$ cat src/rtl/cpx_pkg.sv
// Shared types and helpers for the fixed-point complex multiplier.
// Words pack the real part in the upper half and the imaginary part in the lower half.
package cpx_pkg;

  localparam int WORD_SZ   = 32;
  localparam int WORD_MID  = WORD_SZ / 2;
  localparam int FRAC_BITS = 6;

  typedef logic signed [WORD_MID-1:0]   cpx_comp_t;
  typedef logic signed [2*WORD_MID-1:0] cpx_prod_t;
  typedef logic signed [2*WORD_MID:0]   cpx_wide_t;

  typedef struct packed {
    cpx_comp_t re;
    cpx_comp_t im;
  } cpx_word_t;

  function automatic cpx_word_t cpx_unpack(input logic [WORD_SZ-1:0] word);
    cpx_word_t w;
    w.re = word[WORD_SZ-1:WORD_MID];
    w.im = word[WORD_MID-1:0];
    return w;
  endfunction

  function automatic logic [WORD_SZ-1:0] cpx_pack(input cpx_comp_t re, input cpx_comp_t im);
    return {re, im};
  endfunction

endpackage

$ cat src/rtl/complex_multiplier_if.sv
// Operand/result bundle for the complex multiplier; master drives operands, slave returns products.
interface complex_multiplier_if;
  import cpx_pkg::*;

  logic               in_valid;
  logic [WORD_SZ-1:0] cpx_A;
  logic [WORD_SZ-1:0] cpx_B;
  logic               out_valid;
  logic [WORD_SZ-1:0] cpx_C;
  logic               sat;

  modport master (
    output in_valid, cpx_A, cpx_B,
    input  out_valid, cpx_C, sat
  );

  modport slave (
    input  in_valid, cpx_A, cpx_B,
    output out_valid, cpx_C, sat
  );

endinterface

$ cat src/rtl/cpx_round_sat.sv
// Rounds a 33-bit fixed-point sum half toward +inf, drops FRAC_BITS, and clamps to one component.
module cpx_round_sat #(
  parameter int FRAC_BITS = cpx_pkg::FRAC_BITS
) (
  input  cpx_pkg::cpx_wide_t val,
  output cpx_pkg::cpx_comp_t res,
  output logic               sat
);

  localparam logic signed [33:0] HALF_LSB = 34'sd1 <<< (FRAC_BITS - 1);
  localparam logic signed [33:0] MAX_POS  = 34'sd32767;
  localparam logic signed [33:0] MIN_NEG  = -34'sd32768;

  logic signed [33:0] sum_s;
  logic signed [33:0] shifted_s;

  // One extra guard bit keeps the rounding add from wrapping at the extremes.
  always_comb begin
    sum_s     = $signed({val[32], val}) + HALF_LSB;
    shifted_s = sum_s >>> FRAC_BITS;
    res       = shifted_s[15:0];
    sat       = 1'b0;
    if (shifted_s > MAX_POS) begin
      res = 16'sh7FFF;
      sat = 1'b1;
    end else if (shifted_s < MIN_NEG) begin
      res = 16'sh8000;
      sat = 1'b1;
    end else begin
      res = shifted_s[15:0];
      sat = 1'b0;
    end
  end

endmodule

$ cat src/rtl/complex_multiplier.sv
// Two-stage pipelined fixed-point complex multiplier: partial products, then combine/round/saturate.
module complex_multiplier
  import cpx_pkg::*;
(
  input logic              clk,
  input logic              rst_n,
  complex_multiplier_if.slave bus
);

  cpx_word_t a_s;
  cpx_word_t b_s;
  cpx_comp_t ar_s, ai_s, br_s, bi_s;
  cpx_prod_t p_rr_s, p_ii_s, p_ri_s, p_ir_s;

  logic      v1_r;
  cpx_prod_t p_rr_r, p_ii_r, p_ri_r, p_ir_r;

  cpx_wide_t re_full_s, im_full_s;
  cpx_comp_t re_sat_s, im_sat_s;
  logic      re_flag_s, im_flag_s;

  logic               v2_r;
  logic [WORD_SZ-1:0] cpx_c_r;
  logic               sat_r;

  // Operand split and the four signed partial products.
  always_comb begin
    a_s    = cpx_unpack(bus.cpx_A);
    b_s    = cpx_unpack(bus.cpx_B);
    ar_s   = a_s.re;
    ai_s   = a_s.im;
    br_s   = b_s.re;
    bi_s   = b_s.im;
    p_rr_s = ar_s * br_s;
    p_ii_s = ai_s * bi_s;
    p_ri_s = ar_s * bi_s;
    p_ir_s = ai_s * br_s;
  end

  // Stage 1 register: products captured only on valid input.
  always_ff @(posedge clk) begin
    if (!rst_n) begin
      v1_r   <= 1'b0;
      p_rr_r <= '0;
      p_ii_r <= '0;
      p_ri_r <= '0;
      p_ir_r <= '0;
    end else begin
      v1_r <= bus.in_valid;
      if (bus.in_valid) begin
        p_rr_r <= p_rr_s;
        p_ii_r <= p_ii_s;
        p_ri_r <= p_ri_s;
        p_ir_r <= p_ir_s;
      end else begin
        p_rr_r <= p_rr_r;
        p_ii_r <= p_ii_r;
        p_ri_r <= p_ri_r;
        p_ir_r <= p_ir_r;
      end
    end
  end

  // Sign-extend to 33 bits so the combine cannot overflow.
  always_comb begin
    re_full_s = $signed({p_rr_r[31], p_rr_r}) - $signed({p_ii_r[31], p_ii_r});
    im_full_s = $signed({p_ri_r[31], p_ri_r}) + $signed({p_ir_r[31], p_ir_r});
  end

  cpx_round_sat #(.FRAC_BITS(FRAC_BITS)) u_rs_re (
    .val (re_full_s),
    .res (re_sat_s),
    .sat (re_flag_s)
  );

  cpx_round_sat #(.FRAC_BITS(FRAC_BITS)) u_rs_im (
    .val (im_full_s),
    .res (im_sat_s),
    .sat (im_flag_s)
  );

  // Stage 2 register: result and flag hold while no new data arrives.
  always_ff @(posedge clk) begin
    if (!rst_n) begin
      v2_r    <= 1'b0;
      cpx_c_r <= '0;
      sat_r   <= 1'b0;
    end else begin
      v2_r <= v1_r;
      if (v1_r) begin
        cpx_c_r <= cpx_pack(re_sat_s, im_sat_s);
        sat_r   <= re_flag_s | im_flag_s;
      end else begin
        cpx_c_r <= cpx_c_r;
        sat_r   <= sat_r;
      end
    end
  end

  assign bus.out_valid = v2_r;
  assign bus.cpx_C     = cpx_c_r;
  assign bus.sat       = sat_r;

endmodule

$ cat src/flat_wrapper.sv
// flat-port wrapper written by rule: the top's interface ports become plain ports
module complex_multiplier_flat import cpx_pkg::*;
  (clk, rst_n, bus_in_valid, bus_cpx_A, bus_cpx_B, bus_out_valid, bus_cpx_C, bus_sat);
  complex_multiplier_if bus_i ();
  input logic clk;
  input logic rst_n;
  input wire logic [$bits(bus_i.in_valid)-1:0] bus_in_valid;
  input wire logic [$bits(bus_i.cpx_A)-1:0] bus_cpx_A;
  input wire logic [$bits(bus_i.cpx_B)-1:0] bus_cpx_B;
  output wire logic [$bits(bus_i.out_valid)-1:0] bus_out_valid;
  output wire logic [$bits(bus_i.cpx_C)-1:0] bus_cpx_C;
  output wire logic [$bits(bus_i.sat)-1:0] bus_sat;
  assign bus_i.in_valid = bus_in_valid;
  assign bus_i.cpx_A = bus_cpx_A;
  assign bus_i.cpx_B = bus_cpx_B;
  assign bus_out_valid = bus_i.out_valid;
  assign bus_cpx_C = bus_i.cpx_C;
  assign bus_sat = bus_i.sat;
  complex_multiplier u_core (.clk(clk), .rst_n(rst_n), .bus(bus_i));
endmodule
$ cat config.mk
export PLATFORM = sky130hd
export DESIGN_NAME = complex_multiplier_flat
export DESIGN_NICKNAME = d
export VERILOG_FILES = /design/src/rtl/cpx_pkg.sv /design/src/rtl/complex_multiplier_if.sv /design/src/rtl/cpx_round_sat.sv /design/src/rtl/complex_multiplier.sv /design/src/flat_wrapper.sv
export SDC_FILE = /design/constraint.sdc
export NUM_CORES = 2
export LEC_CHECK = 0
export BUFFER_PORTS_ARGS = -buffer_cell sky130_fd_sc_hd__buf_2
export CAP_MARGIN = 5
export CORE_MARGIN = 2
export CORE_UTILIZATION = 60
export CTS_BUF_LIST = sky130_fd_sc_hd__clkbuf_4 sky130_fd_sc_hd__clkbuf_8
export CTS_CLUSTER_SIZE = 16
export DETAILED_ROUTE_END_ITERATION = 16
export MAX_ROUTING_LAYER = met4
export PLACE_DENSITY = 0.8
export SYNTH_ARGS = -nofsm -noshare
export SYNTH_HDL_FRONTEND = slang
export SYNTH_SLANG_ARGS = --single-unit
$ cat constraint.sdc
create_clock -name clk -period 6.9 [get_ports clk]
set_input_delay 0.345 -clock clk [delete_from_list [all_inputs] [get_ports clk]]
set_output_delay 0.345 -clock clk [all_outputs]
set_load 0.02 [all_outputs]
After elaboration in Yosys (flattened, before gate mapping) --
Cells that the tools add are included.
Cells by class: order comparisons 4, equality and inequality tests 0, mux-type cells 8, $mul 4, div/mod/pow operators 0, shift-type cells 0, reduce and logical (&&, ||, !) cells 0, add/sub/neg operators 4, bitwise operators 1
Operators by type and width (number):
- 16-bit by 16-bit multiplier with 32-bit output | 4
- 33-bit by 7-bit adder with 34-bit output (second input constant) | 2
- 16-bit 2-to-1 mux | 4
- 28-bit by 16-bit > comparator with 1-bit output (second input constant) | 2
- 28-bit by 16-bit less-than comparator with 1-bit output (second input constant) | 2
- 32-bit by 32-bit adder with 33-bit output | 1
- 32-bit by 32-bit subtractor with 33-bit output | 1
- 1-bit 2-to-1 mux | 4
- 1-bit bitwise OR | 1
Word-level totals: input bits 67, logic and storage cells 29, memories 0, flip-flop bits (word level) 163, RAM bits 0, output and inout bits 34, ROM bits 0, latch bits 0

Longest topological paths before layout --
word-level depth 6, gate-level depth with buffers 28, mapped depth without buffers 27

Hierarchy --
From an unflattened synthesis, not the netlist that was laid out.
Second synthesis, totals: cell total of the unflattened synthesis 5612, area total of the unflattened synthesis 50289.5 µm²
Modules (own cells, without submodules):
- complex_multiplier | instances 1, seq. area each 3263.1 µm², cells each 5330, area each 48235.0 µm²
- cpx_round_sat | instances 2, seq. area each 0.0 µm², cells each 141, area each 1027.2 µm²

Least setup slack after synthesis --
Ideal clock, no wire load.
path kind input port to flip-flop, from input bus_cpx_A[15], to register u_core.p_ir_r[31], required time 6.780 ns, setup time 0.120 ns, cell stages on the path 24, path buffers 1, setup slack 0.409 ns, data arrival time 6.371 ns, path through clkbuf_1 -> nand2_1 -> inv_1 -> fa_1 -> inv_1 -> fa_1 -> fa_1 -> fa_1 -> fa_1 -> fa_1 -> inv_1 -> ha_1 -> a21o_1 -> a21o_1 -> a21o_1 -> a21o_1 -> a21o_1 -> a21o_1 -> a221o_1 -> a21oi_1 -> nor2b_1 -> o21ai_0 -> nor3_1 -> a211o_1
On the way: cells in the longest elaborated chain, start to end 1
RTL lines:
- start, declared | line flat_wrapper.sv:8 | input wire logic [$bits(bus_i.cpx_A)-1:0] bus_cpx_A;
- 16-bit by 16-bit multiplier with 32-bit output | line complex_multiplier.sv:37 | p_ir_s = ai_s * br_s;
- end signal, assigned | line complex_multiplier.sv:54 | p_ir_r <= p_ir_s;
- end signal, assigned | line complex_multiplier.sv:59 | p_ir_r <= p_ir_r;
- end, declared | line complex_multiplier.sv:16 | cpx_prod_t p_rr_r, p_ii_r, p_ri_r, p_ir_r;
Every way passes these cells. A chain may end at the register's enable or synchronous reset.

Worst setup path after layout --
from input bus_cpx_A[9], to register u_core.p_ir_r[26]
The elaborated chain is that of the path after synthesis.

==> results.toml <==
[status]
outcome = "complete, no violations"

[drt]
vias = 36200
drtPass1Iterations = 6
first_iter_violations = 2636
remaining_drc_errors = 0
routed_wl_um = 121000
wl_per_cell_um = 18.6
postRouteAntennaNets = 0
drt-vias-per-instance = 5.55

[synthesis]
synthMuxAreaShare = 0.0162
synth_cell_types = 84
synthSimpleGateAreaFrac = 0.156
largest_family_of_logic_cells_by_synthesized_area = "adder cells"
postSynthRegisterBits = 163
yosysWarnings = 0
synth_nets = 6963
netlist_area_um2 = 48700
synth-async-reset-ratio = 0
synth_top_area_frac = 0.430
count_of_flip_flops_with_a_built_in_enable_after_synthesis = 0
syn_avg_cell_area_um2 = 9.03
complex_gate_fraction_of_the_synthesized_area = 0.0700
synthDominantAreaCellType = "sky130_fd_sc_hd__fa_1"
postSynth.topFlopCell = "sky130_fd_sc_hd__dfxtp_1"
yosys-top-cells-area = "sky130_fd_sc_hd__fa_1 43%, sky130_fd_sc_hd__ha_1 12%, sky130_fd_sc_hd__inv_1 9.2%"
synth_xor_xnor_area_share = 0.0338
synth.yosys.seq_area_share = 0.0669
synthCells = 5396
yosys.area_share.adder = 0.546

[clock_tree]
cts_tree = "built"
clkSlewWorstSetupHoldPaths_ns = 0.10
cts.repair.resized = 0
cts-hold-fix-buffers = 0
numClockSinks = 163
clock_tree.buffer_depth = 2
postCtsSetupBuffers = 0
clock_insertion_delay_at_the_later_pin_of_the_skew_report_ns = 0.59
cts_root_buf = "sky130_fd_sc_hd__clkbuf_8"
cts_buffers = 17
htree_levels = 4

[flow_run]
cap_violations = 0

[die]
chipHeight_um = 289
die-area_um2 = 83500
initial_utilization = 0.606
io_pins = 101
core-area_um2 = 80400
floorplan.rows = 104
die-width_um = 289

[cells_and_area]
final_nets = 6999
fin_area_um2 = 51400
areaGrowthSynthToFinish_pct = 5.52
final_layout_size_suffix_gt1_frac = 0.0610
final_cells = 6510

[global_routing]
met2_usage = 0.463
first_global_vias = 37300
grt_pass1_wl_um = 196000
grt_start_max_net_pins = 90
gr-max-usage-layer = "met2"
grt-ovfl-total = 0
grt.met3_usage = 0.0558
gr-usage-met1 = 0.409
antenna_found_initial = 8
grt_use_total = 0.313

[placement]
globalplace.congestion = 0.958
dpl_hpwl_um = 99500
port_buffers = 100
dp.cells = 6473
detailed_place.area_um2 = 51000

[sta]
timing.final.crit_share = 0.940
final-setup-viol-count = 0
fin_skew_ns = 0.0260
max_clock_freq_mhz = 154
worst_slew_pin_slew_ns = 1.17
slew-limit-headroom = 0.215
rsz_0062_raised_after_global_routing = "false"
drv_slew = 0
final.hold.worst_slack_ns = 0.0876
finalHoldViolCount = 0
post-route-min-period_ns = 6.49

[worst_setup_path]
cp_slowest_cell = "sky130_fd_sc_hd__or4b_2"
critPathArrivalTime_ns = 7.01
timing.critical_path.max_delay_family = "adder cells"
endpoint_kind = "flip-flop"
critical_path_buf_inv_count = 2
path_common_cell = "sky130_fd_sc_hd__fa_1"
cp-start-kind = "input pin"
critical_path.cell_chain = "buf_2 -> nand2_1 -> fa_1 -> fa_1 -> fa_1 -> fa_1 -> inv_1 -> fa_1 -> fa_1 -> ha_1 -> a21o_1 -> a21oi_1 -> a21boi_0 -> o211ai_1 -> a21oi_1 -> nand3_1 -> a31o_2 -> or4b_2 -> nand3_1"
required_ns = 7.43
timing.setup.critical_path_class = "in -> reg"
critical_path_peak_fanout = 26
critical_path_s_largest_stage_delay_ns = 0.61

[worst_hold_path]
worst_hold_path_type = "in -> reg"
cells in the mapped netlist, types with 21 or more instances:
master,instances
sky130_fd_sc_hd__nand2b_1,40
sky130_fd_sc_hd__o21bai_1,22
sky130_fd_sc_hd__a21o_1,71
sky130_fd_sc_hd__clkbuf_1,227
sky130_fd_sc_hd__xnor2_1,139
sky130_fd_sc_hd__mux2i_1,78
sky130_fd_sc_hd__dfxtp_1,163
sky130_fd_sc_hd__xor2_1,49
sky130_fd_sc_hd__a21oi_1,151
sky130_fd_sc_hd__fa_1,1048
sky130_fd_sc_hd__ha_1,452
sky130_fd_sc_hd__o21ai_0,127
sky130_fd_sc_hd__nand3_1,38
sky130_fd_sc_hd__nand2_1,607
sky130_fd_sc_hd__nor2b_1,104
sky130_fd_sc_hd__nor3_1,21
sky130_fd_sc_hd__and2_1,496
sky130_fd_sc_hd__inv_1,1197
sky130_fd_sc_hd__nor2_1,119
cell usage in the layout (no fill, tap or decap), drive strengths merged, types with 119 or more instances in the layout:
| cell | count |
|---|---|
| a21oi | 161 |
| and2 | 497 |
| buf | 256 |
| dfxtp | 163 |
| fa | 1048 |
| ha | 452 |
| inv | 1197 |
| nand2 | 615 |
| nor2 | 119 |
| o21ai | 133 |
| xnor2 | 139 |
per-stage QoR:
step           setup WS [ns]  TNS [ns]  utilization
2_1_floorplan          0.409         0            -
3_3_place_gp          0.0937         0        0.635
3_5_place_dp         -0.0212   -0.0259        0.635
4_1_cts                0.561         0        0.639
5_1_grt               0.0831         0        0.640
6_report               0.413         0        0.640
sequential cells by signal (all words and copies together) (netlist names):
register,flops
u_core.p_rr_r,32
u_core.p_ir_r,32
u_core.v1_r,1
u_core.p_ii_r,32
u_core.p_ri_r,32
u_core.bus.sat,1
u_core.bus.cpx_C,32
u_core.bus.out_valid,1
path summary, 6_finish.rpt:
kind	startpoint	endpoint	slack [ns]	cells after the start
max	bus_cpx_A[9]	u_core.p_ir_r[26]	0.41	19
min	rst_n	u_core.p_ir_r[22]	0.09	2
max reg2reg	u_core.p_ii_r[4]	u_core.bus.sat	1.99	14
min reg2reg	u_core.p_ii_r[24]	u_core.p_ii_r[24]	0.46	2
layer usage:
layer  up-vias  wire, um
met4         0      8200
li1      16300         -
met2      1488     53900
met5         -         0
met1     18100     48400
met3       274     10300
cell families (layout without fill, tap and decap cells):
| group | after synthesis | in the layout |
|---|---|---|
| simple gates | 1503 | 1503 |
| other cells | 0 | 8 |
| mux | 79 | 79 |
| fa+ha+maj | 1500 | 1500 |
| buf+inv | 1436 | 1482 |
| xor+xnor | 188 | 188 |
| compound gates | 527 | 527 |
| flops | 163 | 163 |
worst reg2reg max path, delay by kind of cell, from the launching register on:
| kind | cells | cell delay [ns] |
|---|---|---|
| buffers and inverters | 1 | 0.05 |
| and+or+nand+nor | 5 | 1.06 |
| DFF | 1 | 0.35 |
| AOI/OAI and AO/OA | 6 | 2.78 |
| adders and majority gates | 2 | 0.51 |
area by class of cell:
type / count / area, um^2
repair buffers: 256 / 1860
clock buffers: 21 / 283
diodes: 8 / 20.0
well taps: 1060 / 1330
flip-flops and latches: 163 / 3260
clock inverters: 8 / 105
inverters: 1197 / 4490
fillers: 6554 / 29000
multi-input cells: 3797 / 40100
Power is not shown: default switching activity piles up to over one toggle a cycle in this logic, so the estimate is an artifact.
